$ cat config.mk
export PLATFORM = sky130hd
export DESIGN_NAME = util_axis_1553_encoder
export DESIGN_NICKNAME = d
export VERILOG_FILES = /design/src/rtl/util_axis_1553_encoder.sv
export SDC_FILE = /design/constraint.sdc
export NUM_CORES = 1
export LEC_CHECK = 0
export ABC_AREA = 1
export ABC_CLOCK_PERIOD_IN_PS = 2450
export CAP_MARGIN = 20
export CELL_PAD_IN_SITES_DETAIL_PLACEMENT = 1
export CELL_PAD_IN_SITES_GLOBAL_PLACEMENT = 1
export CORE_ASPECT_RATIO = 0.5
export CORE_MARGIN = 2
export CORE_UTILIZATION = 38
export CTS_CLUSTER_DIAMETER = 50
export DETAILED_ROUTE_END_ITERATION = 6
export MAX_ROUTING_LAYER = met4
export PLACE_DENSITY = 0.81
export SYNTH_ARGS = -nofsm -noshare
export SYNTH_HDL_FRONTEND = slang
export SYNTH_SLANG_ARGS = --single-unit
$ cat constraint.sdc
create_clock -name aclk -period 2.45 [get_ports aclk]
set_clock_uncertainty 0.15 [all_clocks]
set_input_delay 0.245 -clock aclk [delete_from_list [all_inputs] [get_ports aclk]]
set_output_delay 0.245 -clock aclk [all_outputs]
set_load 0.01 [all_outputs]
$ cat src/rtl/util_axis_1553_encoder.sv
// util_axis_1553_encoder: AXI-Stream to MIL-STD-1553 Manchester II word encoder (sync, 16 data bits, odd parity).
// Optional UTIL_1553_PARITY_INJECT_EN: s_axis_tuser[1] inverts the transmitted parity bit.
module util_axis_1553_encoder #(
    parameter int clock_speed = 100000000
) (
    input  logic        aclk,
    input  logic        arst,
    input  logic [15:0] s_axis_tdata,
    input  logic [7:0]  s_axis_tuser,
    input  logic        s_axis_tvalid,
    output logic        s_axis_tready,
    output logic [1:0]  diff,
    output logic        active
);
    localparam int HB = clock_speed / 2000000;
    localparam int HW = HB > 1 ? $clog2(HB) : 1;
    localparam logic [HW-1:0] HB_LAST = HW'(HB - 1);

    typedef enum logic [1:0] {IDLE, SYNC, DATA, PARITY} state_t;

    state_t      state_q, state_d;
    logic [HW-1:0] hb_q, hb_d;
    logic [5:0]  idx_q, idx_d;
    logic [16:0] sh_q, sh_d;
    logic        cmd_q, cmd_d;
    logic [1:0]  diff_d;
    logic        active_d, tready_d, hs, hb_end, par, lvl;

    assign hs     = s_axis_tvalid && s_axis_tready;
    assign hb_end = hb_q == HB_LAST;
`ifdef UTIL_1553_PARITY_INJECT_EN
    logic unused_tuser;
    assign unused_tuser = ^s_axis_tuser[7:2];
    assign par = ~^s_axis_tdata ^ s_axis_tuser[1];
`else
    logic unused_tuser;
    assign unused_tuser = ^s_axis_tuser[7:1];
    assign par = ~^s_axis_tdata;
`endif

    // tready is only ever high in IDLE or on the final parity cycle, so hs alone means "load next word"
    always_comb begin
        state_d = state_q;
        hb_d    = hb_q;
        idx_d   = idx_q;
        sh_d    = sh_q;
        cmd_d   = cmd_q;
        if (hs) begin
            state_d = SYNC;
            hb_d    = '0;
            idx_d   = '0;
            sh_d    = {s_axis_tdata, par};
            cmd_d   = s_axis_tuser[0];
        end else if (state_q != IDLE) begin
            if (hb_end) begin
                hb_d  = '0;
                idx_d = idx_q + 6'd1;
                if (idx_q[0] && idx_q >= 6'd7) sh_d = {sh_q[15:0], 1'b0};
                if (idx_q == 6'd5) state_d = DATA;
                else if (idx_q == 6'd37) state_d = PARITY;
                else if (idx_q == 6'd39) begin
                    state_d = IDLE;
                    idx_d   = '0;
                end
            end else begin
                hb_d = hb_q + 1'b1;
            end
        end
        // first half of a bit carries the complement, second half the bit itself
        lvl      = state_d == SYNC ? (idx_d < 6'd3 ? ~cmd_d : cmd_d) : (idx_d[0] ? sh_d[16] : ~sh_d[16]);
        active_d = state_d != IDLE;
        diff_d   = active_d ? {~lvl, lvl} : 2'b00;
        tready_d = state_d == IDLE || (state_d == PARITY && idx_d == 6'd39 && hb_d == HB_LAST);
    end

    always_ff @(posedge aclk) begin
        if (arst) begin
            state_q       <= IDLE;
            hb_q          <= '0;
            idx_q         <= '0;
            sh_q          <= '0;
            cmd_q         <= 1'b0;
            diff          <= 2'b00;
            active        <= 1'b0;
            s_axis_tready <= 1'b0;
        end else begin
            state_q       <= state_d;
            hb_q          <= hb_d;
            idx_q         <= idx_d;
            sh_q          <= sh_d;
            cmd_q         <= cmd_d;
            diff          <= diff_d;
            active        <= active_d;
            s_axis_tready <= tready_d;
        end
    end
endmodule

==> results.md, run 1 <==
| Item | This run |
|:---|:---|
| Run status | complete, no violations |
| Final count of pins violating max slew | 0 |
| Setup-failing EPs final | 0 |
| Post-route DRC violation count | 0 |
| Headroom to the max-slew limit | 58.7% |
| Cell area after placement | 0.00235 mm2 |
| Die extent in x | 107 um |
| Cts-stage hold buffer count | 0 |
| Fmax | 466 MHz |
| Post-synth top area share | 35.6% |
| Total nets after synthesis | 325 |
| Worst hold path type | reg -> reg |
| Post-route non-filler standard cell count | 391 |
| Fraction of the yosys area taken by sequential cells | 35.6% |
| Arrival @ worst endpoint | 2.18 ns |
| Number of hold violations in the final report | 0 |
| Tightest Pin Transition | 0.618 ns |
| Type of element capturing the critical path | flip-flop |
| Total negative setup slack | 0 ns |
| Distinct cell type count after synthesis | 33 |
| Summed instance area of the synthesized netlist | 0.00203 mm2 |
| Number of vias per cell | 5.05 |
| First-pass GRT wire length | 9300 um |
| Req. time, crit path | 2.48 ns |
| Worst skew pair latency | 0.29 ns |
| Total number of placement rows | 18 |
| Final ANT Viol Nets | 0 |
| Largest net degree at the start of global routing | 21 |
| Cells taking the most area after synthesis | sky130_fd_sc_hd__dfxtp_1 36%, sky130_fd_sc_hd__nand2_1 14%, sky130_fd_sc_hd__nand3_1 7.7%, sky130_fd_sc_hd__nor2_1 5.9%, sky130_fd_sc_hd__inv_1 4.6% |
| Maximum ir drop on the vdd rail | 0.000240 V |
| Initial antenna violation count | 0 |
| Part of the cycle the worst path needs | 87.5% |
| Fin util | 48.6% |
| Estimated wirelength of the detail-placed design | 4060 um |
| Total non-filler cell area in the finished layout | 0.00244 mm2 |
| Number of synthesized flops with an enable pin | 0 |
| Placed cell count | 383 |
| Core Area | 0.00502 mm2 |
| TritonCTS clock tree | done |
| CTS clock-pin slew for the worst setup and hold paths | 0.08 ns |
| GP Congestion | 0.920 |
| Global-route usage over all layers | 20.2% |
| Vias | 1,973 |
| Ranking of synthesized cells by instance count | 77 x sky130_fd_sc_hd__nand2_1, 36 x sky130_fd_sc_hd__dfxtp_1, 32 x sky130_fd_sc_hd__nor2_1 |
| Critical Path Source Type | flip-flop |
| Number of nets in the finished design | 351 |
| Largest area contributor in the synthesized netlist | sky130_fd_sc_hd__dfxtp_1 |
| Port buffer count | 23 |
| Num ports | 31 |
| Mean post-synth cell area | 6.89 um2 |
| Final Routed Wirelength | 5370 um |
| CTS Buffer Depth | 2 |
| Post-synth top flop | sky130_fd_sc_hd__dfxtp_1 |
| Cell with the most instances after synthesis | sky130_fd_sc_hd__nand2_1 |
| Die height | 55.6 um |
| Number of diodes | 0 |
| Die area | 0.00597 mm2 |
| Synth warn | 0 |
| Category of the most critical setup path | reg -> reg |
| Post-CTS Resized | 0 |
| Detailed router's first-iteration violation count | 43 |
| Time the final worst path needs with I/O delays and setup | 2.14 ns |
| H-tree levels | 2 |
| Clock net sink count | 36 |
| Number of synthesized register bits | 36 |
| Async SR Flop Fraction | 0% |
| First-pass iteration count of the detailed router | 4 |
| Power density over cell area | 529 mW/mm2 |
| Clock root buffer | sky130_fd_sc_hd__clkbuf_8 |
| Number of buffers created by CTS | 5 |
| Max Fanout on Critical Path | 4 |
| Setup repair after global routing missed its margin | false |
| P_leak | 0.959 nW |
| P&R area growth vs syn | 20.4% |
| Routed length per instance | 13.7 um |
| Via count of the first global-routing pass | 2,050 |
| Number of violations of the max-capacitance limit | 0 |
| Grt total ovfl | 0 |
| Buffers inserted by post-CTS timing repair | 0 |
| Proportion of layout cells with a drive suffix above 1 | 10.6% |
| Initial core utilization | 40.4% |
| Number of standard cells after synthesis | 294 |
layout make-up:
class	instances	area [um2]
repair buffers	29	275
flip-flops and latches	36	721
clock buffers	7	86.3
well taps	70	87.6
fillers	661	2580
clock inverters	1	7.51
inverters	29	114
multi-input cells	219	1150
worst max-delay path, cell delays in order (launching register included):
cell                      delay, ns
sky130_fd_sc_hd__dfxtp_1       0.40
sky130_fd_sc_hd__ha_1          0.25
sky130_fd_sc_hd__nand3_1       0.09
sky130_fd_sc_hd__nor2_1        0.15
sky130_fd_sc_hd__nand2_1       0.16
sky130_fd_sc_hd__o21ai_1       0.19
sky130_fd_sc_hd__nor2_1        0.09
sky130_fd_sc_hd__nor2_1        0.18
sky130_fd_sc_hd__nand3_1       0.12
sky130_fd_sc_hd__nand2_1       0.07
sky130_fd_sc_hd__nand3_1       0.07
sky130_fd_sc_hd__nand2_1       0.07
sky130_fd_sc_hd__nor2_1        0.04
metal layers:
metal	routed length (um)	part of all wire, %	vias to the layer above	global-route usage, %
met5	0	0	-	-
met4	50	0.93	0	4.08
met3	140	2.6	7	4.33
met2	2640	49	23	34.3
met1	2540	47	941	25.0
li1	-	-	1002	-
cell families (layout without fill, tap and decap cells):
kind of cell,after synthesis,count (layout),share of synthesized area [%]
AO/OA/AOI/OAI,30,30,9.26
XOR/XNOR,17,17,7.35
adder cells (fa/ha/maj),4,4,2.47
buffers and inverters,39,66,7.72
flip-flops,36,36,35.6
AND/OR/NAND/NOR,168,168,37.7
path summary, 6_finish.rpt:
path	from	endpoint	slack (ns)	cells past startpoint
worst min-delay path	sh_q[8]$_SDFFE_PP0P_	sh_q[8]$_SDFFE_PP0P_	0.33	2
worst min register to register	sh_q[8]$_SDFFE_PP0P_	sh_q[8]$_SDFFE_PP0P_	0.33	2
worst max-delay path	idx_q[0]$_SDFF_PP0_	diff[1]$_SDFF_PP0_	0.31	12
worst max register to register	idx_q[0]$_SDFF_PP0_	diff[1]$_SDFF_PP0_	0.31	12
cells in the final DEF, fill, tap and decap left out, drive strengths merged:
cell type | netlist | layout
a211oi | 1 | 1
a21oi | 5 | 5
a31oi | 14 | 14
and2 | 1 | 1
buf | 5 | 6
clkbuf | 5 | 7
clkdlybuf4s50 | 0 | 23
clkinv | 1 | 1
clkinvlp | 0 | 1
dfxtp | 36 | 36
ha | 4 | 4
inv | 28 | 28
nand2 | 82 | 82
nand3 | 34 | 34
nand3b | 1 | 1
nand4 | 3 | 3
nor2 | 36 | 36
nor3 | 9 | 9
o211ai | 1 | 1
o21ai | 7 | 7
o21bai | 1 | 1
o22ai | 1 | 1
or2 | 2 | 2
xnor2 | 10 | 10
xor2 | 7 | 7
power breakdown:
group / internal, mW / total (mW) / switching (mW)
logic: 0.101 / 0.220 / 0.120
registers: 0.610 / 0.623 / 0.0126
clock network: 0.229 / 0.449 / 0.220
total: 0.939 / 1.29 / 0.352
state kept, by name, summed over array words and instances (netlist names):
name	cells
hb_q	6
state_q	2
sh_q	17
cmd_q	1
idx_q	6
diff	2
s_axis_tready	1
active	1
per-stage QoR:
stage | hold slack (ns) | power (mW) | worst slack, ns
after floorplan | 0.265 | 0.768 | 0.652
after global placement | 0.313 | 0.844 | 0.379
after detailed placement | 0.320 | 0.854 | 0.318
after CTS | 0.332 | 1.30 | 0.286
after global routing | 0.358 | 1.35 | 0.0861
final | 0.328 | 1.29 | 0.305
(Power assumes the default switching activity.)
==> inputs of run 2 (changes only) <==
--- a/config.mk
+++ b/config.mk
@@ -6,7 +6,7 @@
 export NUM_CORES = 1
 export LEC_CHECK = 0
 export ABC_AREA = 1
-export ABC_CLOCK_PERIOD_IN_PS = 2450
+export ABC_CLOCK_PERIOD_IN_PS = 2300
 export CAP_MARGIN = 20
 export CELL_PAD_IN_SITES_DETAIL_PLACEMENT = 1
 export CELL_PAD_IN_SITES_GLOBAL_PLACEMENT = 1
==> constraint.sdc (replaced) <==
create_clock -name aclk -period 2.3 [get_ports aclk]
set_clock_uncertainty 0.15 [all_clocks]
set_input_delay 0.23 -clock aclk [delete_from_list [all_inputs] [get_ports aclk]]
set_output_delay 0.23 -clock aclk [all_outputs]
set_load 0.01 [all_outputs]
==> results.md, run 2 (same netlist as run 1, synthesis figures left out) <==
| Item | This run | Delta |
|:---|:---|:---|
| Detailed router's first-iteration violation count | 65 | +51% |
| Final Routed Wirelength | 5740 um | +6.8% |
| Max stage delay cell, worst path | sky130_fd_sc_hd__dfxtp_1 |  |
| Maximum ir drop on the vdd rail | 0.000265 V | +11% |
| CTS clock-pin slew for the worst setup and hold paths | 0.08 ns | about the same |
| Proportion of layout cells with a drive suffix above 1 | 13.6% | +3.0 points |
| Num ports | 31 | unchanged |
| P&R area growth vs syn | 22.8% |  |
| Commonest non-fill, non-tap cells in the layout | 76 x sky130_fd_sc_hd__nand2_1, 34 x sky130_fd_sc_hd__dfxtp_1, 31 x sky130_fd_sc_hd__nand3_1 |  |
| Total non-filler cell area in the finished layout | 0.00249 mm2 | +1.9% |
| Worst-case reg-to-reg path depth | 14 | +2 |
| Core Area | 0.00502 mm2 | unchanged |
| TritonCTS clock tree | done |  |
| Grt total ovfl | 0 | unchanged |
| First-pass iteration count of the detailed router | 4 | unchanged |
| CTS Buffer Depth | 2 | unchanged |
| Setup WS pre-CTS | 0.0520 ns | -0.266 ns |
| Largest net degree at the start of global routing | 19 | -9.5% |
| Number of diodes | 0 | unchanged |
| GP Congestion | 0.869 | -5.5% |
| Run status | complete, no violations |  |
| Headroom to the max-slew limit | 66.7% | +8.0 points |
| Part of the cycle the worst path needs | 95.9% | +8.4 points |
| Number of hold violations in the final report | 0 | unchanged |
| Final ANT Viol Nets | 0 | unchanged |
| Most common library cell in the layout ignoring fill and taps | sky130_fd_sc_hd__nand2_1 |  |
| Worst skew pair latency | 0.30 ns | about the same |
| First-pass GRT wire length | 9600 um | +3.3% |
| Clock net sink count | 36 | unchanged |
| Category of the most critical setup path | reg -> reg |  |
| Flip-flop count of the largest register, all copies and words added | 17 | unchanged |
| Instance count along the most critical hold path | 2 | unchanged |
| Number of nets in the finished design | 353 | +0.57% |
| Die extent in x | 107 um | unchanged |
| Worst hold path type | reg -> reg |  |
| Post-route DRC violation count | 0 | unchanged |
| Vias | 2,056 | +4.2% |
| Die height | 55.6 um | unchanged |
| Initial antenna violation count | 0 | unchanged |
| Hold endpoint | sh_q[4]$_SDFFE_PP0P_ |  |
| Routed length per instance | 14.6 um | +6.2% |
| Fmax | 453 MHz | -2.8% |
| Largest Register | sh_q |  |
| Final WS setup | 0.0937 ns | -0.212 ns |
| Power density over cell area | 593 mW/mm2 | +12% |
| Die area | 0.00597 mm2 | unchanged |
| Estimated wirelength of the detail-placed design | 4190 um | +3.3% |
| Crit-path cells | inv_1, ha_2, inv_1, nor2_4, nand3_4, nand2_4, buf_4, o22ai_1, nor2_2, nand3_1, nand2_1, nand3_1, nand2_1, nor2_1 |  |
| Number of violations of the max-capacitance limit | 0 | unchanged |
| Final count of pins violating max slew | 0 | unchanged |
| HP Start | sh_q[4]$_SDFFE_PP0P_ |  |
| Time the final worst path needs with I/O delays and setup | 2.21 ns | +0.0618 ns |
| Fin Hold WS | 0.332 ns | +0.00379 ns |
| Maximum cell stage delay along the critical path | 0.42 ns | +0.02 ns |
| P_leak | 0.977 nW | +1.8% |
| Max Fanout on Critical Path | 8 | +4 |
| Fin util | 49.6% | +0.95 points |
| Initial core utilization | 40.4% | unchanged |
| Total number of placement rows | 18 | unchanged |
| Arrival @ worst endpoint | 2.29 ns | +0.11 ns |
| Setup-failing EPs final | 0 | unchanged |
| Reg-to-reg critical path endpoint | diff[1]$_SDFF_PP0_ |  |
| H-tree levels | 2 | unchanged |
| Req. time, crit path | 2.38 ns | -0.10 ns |
| Tightest Pin Transition | 0.498 ns | -0.120 ns |
| Total Power | 1.48 mW | +14% |
| Critical Path Source Type | flip-flop |  |
| Clock root buffer | sky130_fd_sc_hd__clkbuf_8 |  |
| Largest registers in the final layout | sh_q: 17 flops, hb_q: 6 flops, idx_q: 6 flops |  |
| Port buffer count | 23 | unchanged |
| Number of buffers created by CTS | 5 | unchanged |
| Cell area after placement | 0.00235 mm2 | unchanged |
| Number of vias per cell | 5.23 | +3.7% |
| Type of element capturing the critical path | flip-flop |  |
| Startpoint of the lowest-slack register-to-register path | hb_q[1]$_SDFF_PP0_ |  |
| Cts-stage hold buffer count | 0 | unchanged |
| Via count of the first global-routing pass | 2,173 | +6.0% |
| Global-route usage over all layers | 20.6% | +0.45 points |
| Worst reg2reg setup slack | 0.09 ns | -0.21 ns |
-- run 2: cell types whose count changed in the layout (fill, tap and decap cells not counted), moves of 2 or more --
cell / delta
sky130_fd_sc_hd__nor2_2: +2
sky130_fd_sc_hd__dfxtp_2: +2
sky130_fd_sc_hd__ha_1: -2
sky130_fd_sc_hd__buf_4: +2
sky130_fd_sc_hd__ha_2: +2
sky130_fd_sc_hd__nor2_1: -2
sky130_fd_sc_hd__dfxtp_1: -2
-- run 2: layout make-up --
class	instances	area, um2
timing repair buffer	31	290
sequential	36	723
inverter	29	114
fill	647	2530
clock inverter	3	42.5
multi-input combinational	219	1160
clock buffer	5	68.8
tap	70	87.6
-- run 2: routing by layer --
layer / wire [um] / part of all wire (%) / track usage [%] / vias up
met5: 0 / 0 / - / -
met4: 119 / 2.1 / 7.05 / 0
met3: 227 / 4.0 / 4.68 / 15
met2: 2870 / 50 / 36.7 / 42
met1: 2520 / 44 / 22.9 / 992
li1: - / - / - / 1007
-- run 2: worst max-delay path, delay by kind of cell (launching register included) --
kind                     cells  cell delay, ns
AO/OA/AOI/OAI                1            0.29
AND/OR/NAND/NOR              9            0.74
adder cells (fa/ha/maj)      1            0.19
flip-flops                   1            0.42
buffers and inverters        3            0.33
-- run 2: power by group --
part / switching [mW] / total, mW / internal, mW
Clock: 0.255 / 0.576 / 0.321
Sequential: 0.0143 / 0.664 / 0.650
Combinational: 0.126 / 0.237 / 0.111
Total: 0.395 / 1.48 / 1.08
-- run 2: how the worst max path moves through the flow --
stage | from | to | slack (ns) | depth (start not counted)
floorplan | idx_q[0]$_SDFF_PP0_ | diff[1]$_SDFF_PP0_ | 0.50 | 12
global placement | s_axis_tvalid | diff[1]$_SDFF_PP0_ | 0.13 | 12
detailed placement | s_axis_tvalid | diff[1]$_SDFF_PP0_ | 0.05 | 10
CTS | idx_q[0]$_SDFF_PP0_ | diff[0]$_SDFF_PP0_ | 0.07 | 12
global route | hb_q[1]$_SDFF_PP0_ | s_axis_tready$_SDFF_PP0_ | -0.02 | 13
finish | hb_q[1]$_SDFF_PP0_ | diff[1]$_SDFF_PP0_ | 0.09 | 14
-- run 2: what timing repair did --
item	in CTS	in global routing
setup endpoints to repair	0	4
resized for setup	0	7
setup buffers	0	2
-- run 2: metrics by stage --
stage / cells / setup TNS, ns
after floorplan: 294 / 0
after detailed placement: 383 / 0
after global routing: 393 / -0.0301
after global placement: 383 / 0
final: 393 / 0
after CTS: 391 / 0
